<file path="src/rtl/timer_control.sv">
// Sequencing controller for a cascaded BCD down-counter timer chain.
// It issues load/en/clear strobes, prescales the clock into ticks and raises the alarm.
module timer_control #(
  parameter int TICK_DIV    = 100,
  parameter int ALARM_TICKS = 3
) (
  input  logic clk,
  input  logic clear,
  input  logic time_valid,
  input  logic start_stop,
  input  logic cancel,
  input  logic zero,
  output logic load,
  output logic en,
  output logic clr_chain,
  output logic running,
  output logic paused,
  output logic alarm,
  output logic done
);

  localparam int PW = (TICK_DIV > 1) ? $clog2(TICK_DIV) : 1;
  localparam int AW = (ALARM_TICKS > 1) ? $clog2(ALARM_TICKS) : 1;
  localparam logic [PW-1:0] PRESC_LAST = PW'(TICK_DIV - 1);
  localparam logic [AW-1:0] TICK_LAST  = AW'(ALARM_TICKS - 1);

  if (TICK_DIV < 2) begin : g_bad_tick_div
    $error("timer_control: TICK_DIV must be >= 2");
  end
  if (ALARM_TICKS < 1) begin : g_bad_alarm_ticks
    $error("timer_control: ALARM_TICKS must be >= 1");
  end

  typedef enum logic [2:0] {
    S_IDLE,
    S_LOADED,
    S_RUN,
    S_PAUSE,
    S_ALARM
  } state_t;

  state_t        state, state_next;
  logic [PW-1:0] presc, presc_next;
  logic [AW-1:0] ticks, ticks_next;
  logic          load_next, en_next, clr_next, done_next;

  // NOTE: state registers use non-blocking assignments so every flop samples
  // the pre-edge values, independent of the order the simulator runs processes.
  always_ff @(posedge clk) begin
    if (clear) begin
      state     <= S_IDLE;
      presc     <= '0;
      ticks     <= '0;
      load      <= 1'b0;
      en        <= 1'b0;
      clr_chain <= 1'b0;
      running   <= 1'b0;
      paused    <= 1'b0;
      alarm     <= 1'b0;
      done      <= 1'b0;
    end else begin
      state     <= state_next;
      presc     <= presc_next;
      ticks     <= ticks_next;
      load      <= load_next;
      en        <= en_next;
      clr_chain <= clr_next;
      running   <= (state_next == S_RUN);
      paused    <= (state_next == S_PAUSE);
      alarm     <= (state_next == S_ALARM);
      done      <= done_next;
    end
  end

  // NOTE: every signal written here gets a default first, so no path can
  // leave one unassigned and infer a latch.
  always_comb begin
    state_next = state;
    presc_next = presc;
    ticks_next = ticks;
    load_next  = 1'b0;
    en_next    = 1'b0;
    clr_next   = 1'b0;
    done_next  = 1'b0;

    case (state)
      S_IDLE: begin
        // A simultaneous higher-priority command consumes the cycle.
        if (!cancel && !start_stop && time_valid) begin
          load_next  = 1'b1;
          state_next = S_LOADED;
        end
      end

      S_LOADED: begin
        if (cancel) begin
          clr_next   = 1'b1;
          state_next = S_IDLE;
        end else if (start_stop) begin
          if (!zero) begin
            state_next = S_RUN;
            presc_next = '0;
          end
        end else if (time_valid) begin
          load_next = 1'b1;
        end
      end

      S_RUN: begin
        // Expiry is checked before ticking so the chain never borrows past 0.
        if (cancel) begin
          clr_next   = 1'b1;
          state_next = S_IDLE;
          presc_next = '0;
        end else if (zero) begin
          state_next = S_ALARM;
          done_next  = 1'b1;
          presc_next = '0;
          ticks_next = '0;
        end else if (start_stop) begin
          state_next = S_PAUSE;
        end else if (presc == PRESC_LAST) begin
          presc_next = '0;
          en_next    = 1'b1;
        end else begin
          presc_next = presc + PW'(1);
        end
      end

      S_PAUSE: begin
        if (cancel) begin
          clr_next   = 1'b1;
          state_next = S_IDLE;
          presc_next = '0;
        end else if (start_stop) begin
          state_next = S_RUN;
        end
      end

      S_ALARM: begin
        if (cancel || start_stop) begin
          state_next = S_IDLE;
          presc_next = '0;
          ticks_next = '0;
        end else if (presc == PRESC_LAST) begin
          presc_next = '0;
          if (ticks == TICK_LAST) begin
            state_next = S_IDLE;
            ticks_next = '0;
          end else begin
            ticks_next = ticks + AW'(1);
          end
        end else begin
          presc_next = presc + PW'(1);
        end
      end

      default: begin
        state_next = S_IDLE;
        presc_next = '0;
        ticks_next = '0;
      end
    endcase
  end

endmodule

</file>
<file path="config.mk">
export PLATFORM = sky130hd
export DESIGN_NAME = timer_control
export DESIGN_NICKNAME = d
export VERILOG_FILES = /design/src/rtl/timer_control.sv
export SDC_FILE = /design/constraint.sdc
export NUM_CORES = 1
export LEC_CHECK = 0
export CAP_MARGIN = 20
export CORE_MARGIN = 2
export CORE_UTILIZATION = 47
export DETAILED_ROUTE_END_ITERATION = 8
export PLACE_DENSITY = 0.7
export SYNTH_ARGS = -nofsm -noshare
export SYNTH_HDL_FRONTEND = slang
export SYNTH_SLANG_ARGS = --single-unit
</file>
<file path="constraint.sdc">
create_clock -name clk -period 2.2 [get_ports clk]
set_input_delay 0.55 -clock clk [delete_from_list [all_inputs] [get_ports clk]]
set_output_delay 0.55 -clock clk [all_outputs]
set_load 0.01 [all_outputs]
</file>
After elaboration in Yosys (flattened, before gate mapping)
Index checks and enable logic that the tools add are counted.

Register bits after elaboration: 19. Bits of input ports: 6. Word-level logic and storage cells: 83. Output and inout port bits: 7.

$add $sub $neg: 2. Reductions and logical operators: 13. Eq/ne operators: 17. Muxes and demuxes: 37. Bitwise logic cells: 4.

Operator list (number): two-way mux 7 bit (9); two-way mux 3 bit (12); case mux 7 bit (5 select lines) (1); case mux 3 bit (5 select lines) (1); equality test 3 x 2 -> 1 bit, second input constant (4); inequality test 2 bit, second input constant (6); two-way mux 2 bit (5); OR reduction 3 bit (3); adder 7 x 1 -> 7 bit, second input constant (1); equality test 7 bit, second input constant (1); two-way mux 1 bit (7); equality test 3 bit, second input constant (2); case mux 2 bit (3 select lines) (1); AND reduction 6 bit (1); OR reduction 5 bit (1); inequality test 4 bit, second input constant (1); inverter 1 bit (4); AND reduction 4 bit (1); equality test 3 x 1 -> 1 bit, second input constant (1); zero test 3 bit (1); inequality test 3 bit, second input constant (1); adder 2 x 1 -> 2 bit, second input constant (1); equality test 2 bit, second input constant (1); logical AND 1 bit (2); 4 further kinds (5).

Logic depth before layout (Yosys ltp)
Gate-level depths: netlist of run 1.

Word-level depth: 6. Depth in mapped cells: 6. Mapped depth without buffers: 5.

Worst setup path before layout of run 1
OpenSTA, ideal clock, no wires.

Path type: input to register. From: input start_stop. To: register presc[3]. Cell stages on the path: 6. Required time: 2.120 ns. Slack: 0.321 ns. Arrival: 1.799 ns. Cell sequence: buf_6 -> nor2b_4 -> o211a_1 -> buf_6 -> or4_4 -> a211oi_2.

Longest elaborated chain between the ends: 3. Elaborated cells between the ends (all ways): 6. Those cells by class: eq/ne (2); mux (2); reduce/logical (2).

RTL lines: start, declared (line 10) `input logic start_stop,`; logical OR 1 bit (line 141) `if (cancel || start_stop) begin`; two-way mux 7 bit (line 141); case mux 7 bit (5 select lines) (line 86) `case (state)`; end signal, assigned (line 63) `presc <= presc_next;`; end, declared (line 43) `logic [PW-1:0] presc, presc_next;`.

Parallel ways exist; a longest one is shown, timed or not. A chain may end at the register's enable or synchronous reset.

Worst setup path in the final report of run 1
From: input cancel. To: register presc[6].

Longest elaborated chain between the ends: 3. Elaborated cells between the ends (all ways): 8. Those cells by class: eq/ne (3); mux (3); reduce/logical (2).

RTL lines: start, declared (line 11) `input logic cancel,`; logical OR 1 bit (line 141); two-way mux 7 bit (line 141); case mux 7 bit (5 select lines) (line 86).

Parallel ways exist; a longest one is shown, timed or not.

==> reports/metrics.cfg, run 1 <==
[cells_and_area]
drive_gt1_share_pct=21.4
antenna_cells=0
stdcell_area_um2=1210
nets=134
area_growth_pct=21.6

[sta]
fin_crit_sh_pct=96.0
worst_pin_slew_ps=535
rsz0062_at_grt=false
period_minus_slack_ps=2110
hold_violations=0
drv_slew=0
setup-tns-final_ps=0
hold_slack_ps=489
slew_headroom_pct=63.9
fin_worst_skew_ps=12.4
final-setup-viol-count=0
fmax_mhz=473

[grt]
grt_pass1_vias=838
gr-total-overflow=0
grt_max_degree=17
track_usage_pct=18.8
antenna_found_initial=0
grt_first_pass_wirelength_um=3610

[power]
swShare_pct=24.5
vdd_ir_drop_max_mv=0.367
powerDensity_nw_per_um2=483
clock_power_share_pct=31.4
pwr-share-comb_pct=8.9
seq_power_share_pct=59.7
leakage_nw=0.420
switching_power_w=0.000143
power_w=0.000584
intPower_w=0.000441

[worst_setup_path]
critPathRequiredTime_ps=2430
r2r_end=alarm$_SDFF_PP0_
r2r_cells=4
max_stage_delay_ps=550
critPathBufInv=2
start_kind=input pin
criticalPathCategory=in -> reg
cp_cell_sequence=clkdlybuf4s50_1 -> nor2_2 -> a311oi_2 -> buf_4 -> or4_1 -> a211oi_1
critical_path.max_fanout=11
crit_slowest_cell=clkdlybuf4s50_1
r2r_slack_ps=390
cpLargestDelayFamily=buffers and inverters
worstPathArrival_ps=2350
cp-end-kind=register
r2r_start=presc[2]$_SDFFE_PP0P_

[cts]
clk_transition_reported_paths_ps=120
ctsRootBufferMaster=clkbuf_4
cts.path.max_buffers=2
post_cts_buffers=0
cts_htree_levels=1
hold_buffers=0
cts_buffers=3
clk_latency_ps=300
cts_tree=done
clock_sinks=19

[min_path]
hp-class=reg -> reg
worstHoldPathCells=2
whs_endpoint=presc[6]$_SDFFE_PP0P_
min_from=presc[6]$_SDFFE_PP0P_

[place]
portBuffers=12
hpwlAfterDp_um=1570
placed_cell_area_um2=1180
place.gp.congestion=0.773

[yosys]
synth-seq-cells=19
ys_seq_area_share_pct=38.2
avgSynthCellArea_um2=9.30
syn_nets=114
yosys_most_used_dff=dfxtp_1
synthDistinctLibCells=43
synth_cells=107
async_flop_share_pct=0
yosysWarnings=0
syn_area_um2=995
synth_edf_count=0

[route]
postRouteAntennaNets=0
via_count=885
drt_iter0_markers=17
first_pass_iters=4
via_per_inst=5.78
drt-total-wl_um=2120
wl_per_cell_um=13.9
drc_errors=0

[floorplan]
chipHeight_um=50.0
fp.dieW_um=50.0
ios=13
dieArea_um2=2500
core-area_um2=1980
start_util_pct=50.2
rows=16

[run_status]
status=complete, no violations

[flow_run]
cap_violations=0

[per-layer routing]
| metal | up-vias | wire, µm | GRT usage, % |
|---|---|---|---|
| li1 | 445 | - | - |
| met1 | 424 | 999 | 24.7 |
| met2 | 14 | 1050 | 30.3 |
| met3 | 2 | 42 | 2.73 |
| met4 | 0 | 23 | 8.33 |
| met5 | - | 0 | 0 |
[area by class of cell]
type                    count  area (µm²)
clock buffers               3        22.5
clock inverters             1        5.00
fillers                   173         772
inverters                   4        15.0
multi-input cells          75         541
flip-flops and latches     19         380
well taps                  27        33.8
repair buffers             24         213
[per-stage QoR]
stage | instances | setup WS (ps) | util, %
after detailed placement | 149 | -244 | 59.5
after global routing | 153 | 20.3 | 61.0
after global placement | 149 | -192 | 59.5
after CTS | 153 | 96.1 | 60.9
after floorplan | 107 | 321 | -
final | 153 | 87.1 | 61.0
[synth_stat cells (all sizes together), types with 3 or more instances]
| cell type | n | area [µm²] |
|---|---|---|
| a211oi | 7 | 67.6 |
| buf | 5 | 43.8 |
| or4 | 6 | 52.6 |
| nor2 | 6 | 25.0 |
| a21oi | 6 | 30.0 |
| o21ai | 4 | 20.0 |
| clkbuf | 4 | 15.0 |
| dfxtp | 19 | 380 |
| nor4b | 3 | 26.3 |
| inv | 4 | 15.0 |
| o31ai | 5 | 37.5 |
| nand3 | 5 | 25.0 |
| nand2 | 3 | 11.3 |
[sequential cells by signal, indices dropped and copies added (netlist names)]
register / flops
load: 1
presc: 7
running: 1
state: 3
ticks: 2
en: 1
clr_chain: 1
done: 1
alarm: 1
paused: 1
[cells in the final DEF (no fill, tap or decap), drive strengths merged, types with 2 or more instances in the layout]
master and instances:
clkdlybuf4s50 11, a21oi 6, nor2b 2, dfxtp 19
nor4 2, buf 12, nor2 6, nor3b 2
clkbuf 3, nand3 5, or4 6, nand2 3
o21ai 4, a31oi 2, or2 2, a211oi 7
inv 4, nor4b 3, o31ai 5
[power by group through the flow]
stage | Sequential [W] | Combinational (W) | Clock, W
global placement | 0.000356 | 0.0000502 | 0
floorplan | 0.000355 | 0.0000290 | 0
detailed placement | 0.000357 | 0.0000519 | 0
global route | 0.000349 | 0.0000561 | 0.000201
finish | 0.000349 | 0.0000519 | 0.000183
CTS | 0.000349 | 0.0000522 | 0.000186
[tightest hold or removal path, stage by stage (launching register included)]
cell and delay, ps:
dfxtp_1 340, o31ai_1 60, a211oi_1 60
[repair_timing]
item                                   4_1_cts  5_1_grt
resized for setup                            0        1
setup endpoints to repair                    0        1
endpoints found under the hold margin        0        0
[kinds of logic (layout without fill, tap and decap cells)]
group	after synthesis	count (layout)	synth area share (%)
DFF	19	19	38.2
AOI/OAI and AO/OA	35	35	26.9
adders and majority gates	1	1	1.26
buffers and inverters	13	32	7.42
and+or+nand+nor	39	39	26.2
[worst max-delay path by stage]
| stage | end | slack (ps) | start | cells after the start |
|---|---|---|---|---|
| after CTS | presc[6]$_SDFFE_PP0P_ | 100 | start_stop | 5 |
| after global placement | presc[4]$_SDFFE_PP0P_ | -190 | start_stop | 5 |
| after floorplan | presc[3]$_SDFFE_PP0P_ | 320 | start_stop | 6 |
| after global routing | presc[2]$_SDFFE_PP0P_ | 20 | cancel | 6 |
| after detailed placement | presc[6]$_SDFFE_PP0P_ | -240 | start_stop | 5 |
| final | presc[6]$_SDFFE_PP0P_ | 90 | cancel | 6 |
No activity file was read; power rests on OpenSTA's default activity.
==> run 2: changes to the inputs <==
--- a/config.mk
+++ b/config.mk
@@ -5,7 +5,6 @@
 export SDC_FILE = /design/constraint.sdc
 export NUM_CORES = 1
 export LEC_CHECK = 0
-export CAP_MARGIN = 20
 export CORE_MARGIN = 2
 export CORE_UTILIZATION = 47
 export DETAILED_ROUTE_END_ITERATION = 8
==> results of run 2 <==
Same layout as run 1: the final DEF is identical, and so are final timing and power.
==> run 3: changes to the inputs <==
--- a/config.mk
+++ b/config.mk
@@ -5,10 +5,12 @@
 export SDC_FILE = /design/constraint.sdc
 export NUM_CORES = 1
 export LEC_CHECK = 0
+export ABC_AREA = 1
+export ABC_CLOCK_PERIOD_IN_PS = 2200
 export CORE_MARGIN = 2
 export CORE_UTILIZATION = 47
 export DETAILED_ROUTE_END_ITERATION = 8
-export PLACE_DENSITY = 0.7
+export PLACE_DENSITY = 0.69
 export SYNTH_ARGS = -nofsm -noshare
 export SYNTH_HDL_FRONTEND = slang
 export SYNTH_SLANG_ARGS = --single-unit
==> reports/metrics.cfg, run 3 <==
[run_status]
status=complete, no violations

[worst_setup_path]
r2r_slack_ps=780
cp-end-kind=register
worstPathArrival_ps=1930
critical_path.max_fanout=10
r2r_start=presc[0]$_SDFFE_PP0P_
criticalPathCategory=in -> reg
start_kind=input pin
critPathRequiredTime_ps=2400
setup.worst_path.start=cancel

[floorplan]
chipHeight_um=50.7
rows=16
dieArea_um2=2570
start_util_pct=51.1
core-area_um2=2000
fp.dieW_um=50.7
ios=13

[cells_and_area]
nets=177
antenna_cells=0
final_cell_mix=nand2_1, nor2_1, dfxtp_1
top_regs=presc x7, state x3, ticks x2
fin_util_pct=60.7
drive_gt1_share_pct=14.8
top_register=presc
fill_cells=204
final_cells=196
final_common_cell=nand2_1
area_growth_pct=18.7
largest_reg_flops=7

[sta]
worst_pin_slew_ps=309
period_minus_slack_ps=1730
hold_violations=0
fin_ws_ps=471
rsz0062_at_grt=false
final-setup-viol-count=0
slew_headroom_pct=78.9
drv_slew=0
fin_crit_sh_pct=78.6
setup-tns-final_ps=0
fmax_mhz=578
fin_worst_skew_ps=0.767

[place]
portBuffers=12
dp_slack_ps=169
place.gp.congestion=0.902
hpwlAfterDp_um=1630
place_inst=192

[yosys]
synth_area_leaders=dfxtp_1, nand2_1, nand3_1, nor2_1, inv_1
async_flop_share_pct=0
avgSynthCellArea_um2=6.73
synth_cells=152
yosys_most_used_dff=dfxtp_1
synthDistinctLibCells=23
synth_edf_count=0
synth-seq-cells=19
yosysMostFrequentCell=nand2_1
syn_area_um2=1020
synth_common_cells=nand2_1, nor2_1, dfxtp_1
yosysWarnings=0
yosys.area.top_type=dfxtp_1
yosysTopAreaCellShare_pct=37.2
syn_nets=159
ys_seq_area_share_pct=37.2

[route]
drc_errors=0
postRouteAntennaNets=0
first_pass_iters=6
via_count=990
via_per_inst=5.05
drt_iter0_markers=18
drt-total-wl_um=2110
wl_per_cell_um=10.8

[power]
powerDensity_nw_per_um2=466
leakage_nw=0.519
vdd_ir_drop_max_mv=0.380
power_w=0.000566

[cts]
ctsResizeCount=0
cts.path.max_buffers=2
cts_htree_levels=1
clk_latency_ps=300
ctsRootBufferMaster=clkbuf_4
cts_tree=done
post_cts_buffers=0
cts_buffers=3
clk_transition_reported_paths_ps=100
clock_sinks=19
hold_buffers=0

[grt]
grt_first_pass_wirelength_um=3600
grt_pass1_vias=855
gr-total-overflow=0
grt_max_degree=11
antenna_found_initial=0
track_usage_pct=18.4

[min_path]
min_from=presc[1]$_SDFFE_PP0P_
hp-class=reg -> reg

[flow_run]
cap_violations=0

==> run 3: cell count changes after synthesis, moves of 5 or more <==
cell     before  now
o31ai_1       5    0
nand2_1       3   34
nor2_2        1    6
inv_2         0    5
nor2_1        5   21
inv_1         4   18
nand3_1       5   16
==> run 3: cells by family (layout without fill, tap and decap cells) <==
kind of cell	Yosys count	after routing	share of synthesized area [%]
AO/OA/AOI/OAI	11	11	6.23
buffers and inverters	24	41	8.80
XOR/XNOR	1	1	0.856
AND/OR/NAND/NOR	96	96	45.7
flip-flops	19	19	37.2
adder cells (fa/ha/maj)	1	1	1.22
==> run 3: final timing paths <==
| path | to | cells after the start |
|---|---|---|
| setup / recovery | presc[4]$_SDFFE_PP0P_ | 9 |
| hold / removal | presc[1]$_SDFFE_PP0P_ | 2 |
| setup reg to reg | presc[4]$_SDFFE_PP0P_ | 10 |
| hold reg to reg | presc[1]$_SDFFE_PP0P_ | 2 |
==> run 3: worst max-delay path, cell delays in order <==
cell and delay (ps):
clkdlybuf4s50_1 490, inv_2 170, nand2_1 90, nor2_1 120, nor2_2 80, nor2_8 180
nand2_2 110, nand2_4 100, a21oi_1 50
==> run 3: layer usage <==
layer | track usage, % | up-vias | part of all wire [%]
met1 | 24.6 | 448 | 49
li1 | - | 514 | -
met2 | 28.1 | 23 | 45
met3 | 4.17 | 5 | 4.9
met4 | 8.56 | 0 | 1.7
met5 | 0 | - | 0
==> run 3: area by class of cell <==
cell class / instances / area, µm² / area share [%]
clock buffer: 4 / 26.3 / 2.16
inverter: 23 / 86.3 / 7.11
sequential: 19 / 380 / 31.3
timing repair buffer: 14 / 135 / 11.1
multi-input combinational: 109 / 553 / 45.5
tap: 27 / 33.8 / 2.78
==> run 3: where the power goes <==
group          switching, W  leakage (nW)  internal (W)
combinational     0.0000243         0.351     0.0000182
clock              0.000106        0.0150     0.0000707
sequential       0.00000170         0.153      0.000345
==> run 3: metrics by stage <==
step	cell area (µm²)	hold slack, ps
3_5_place_dp	1190	471
3_3_place_gp	1190	468
5_1_grt	1210	535
2_1_floorplan	1020	454
6_report	1210	485
4_1_cts	1210	487
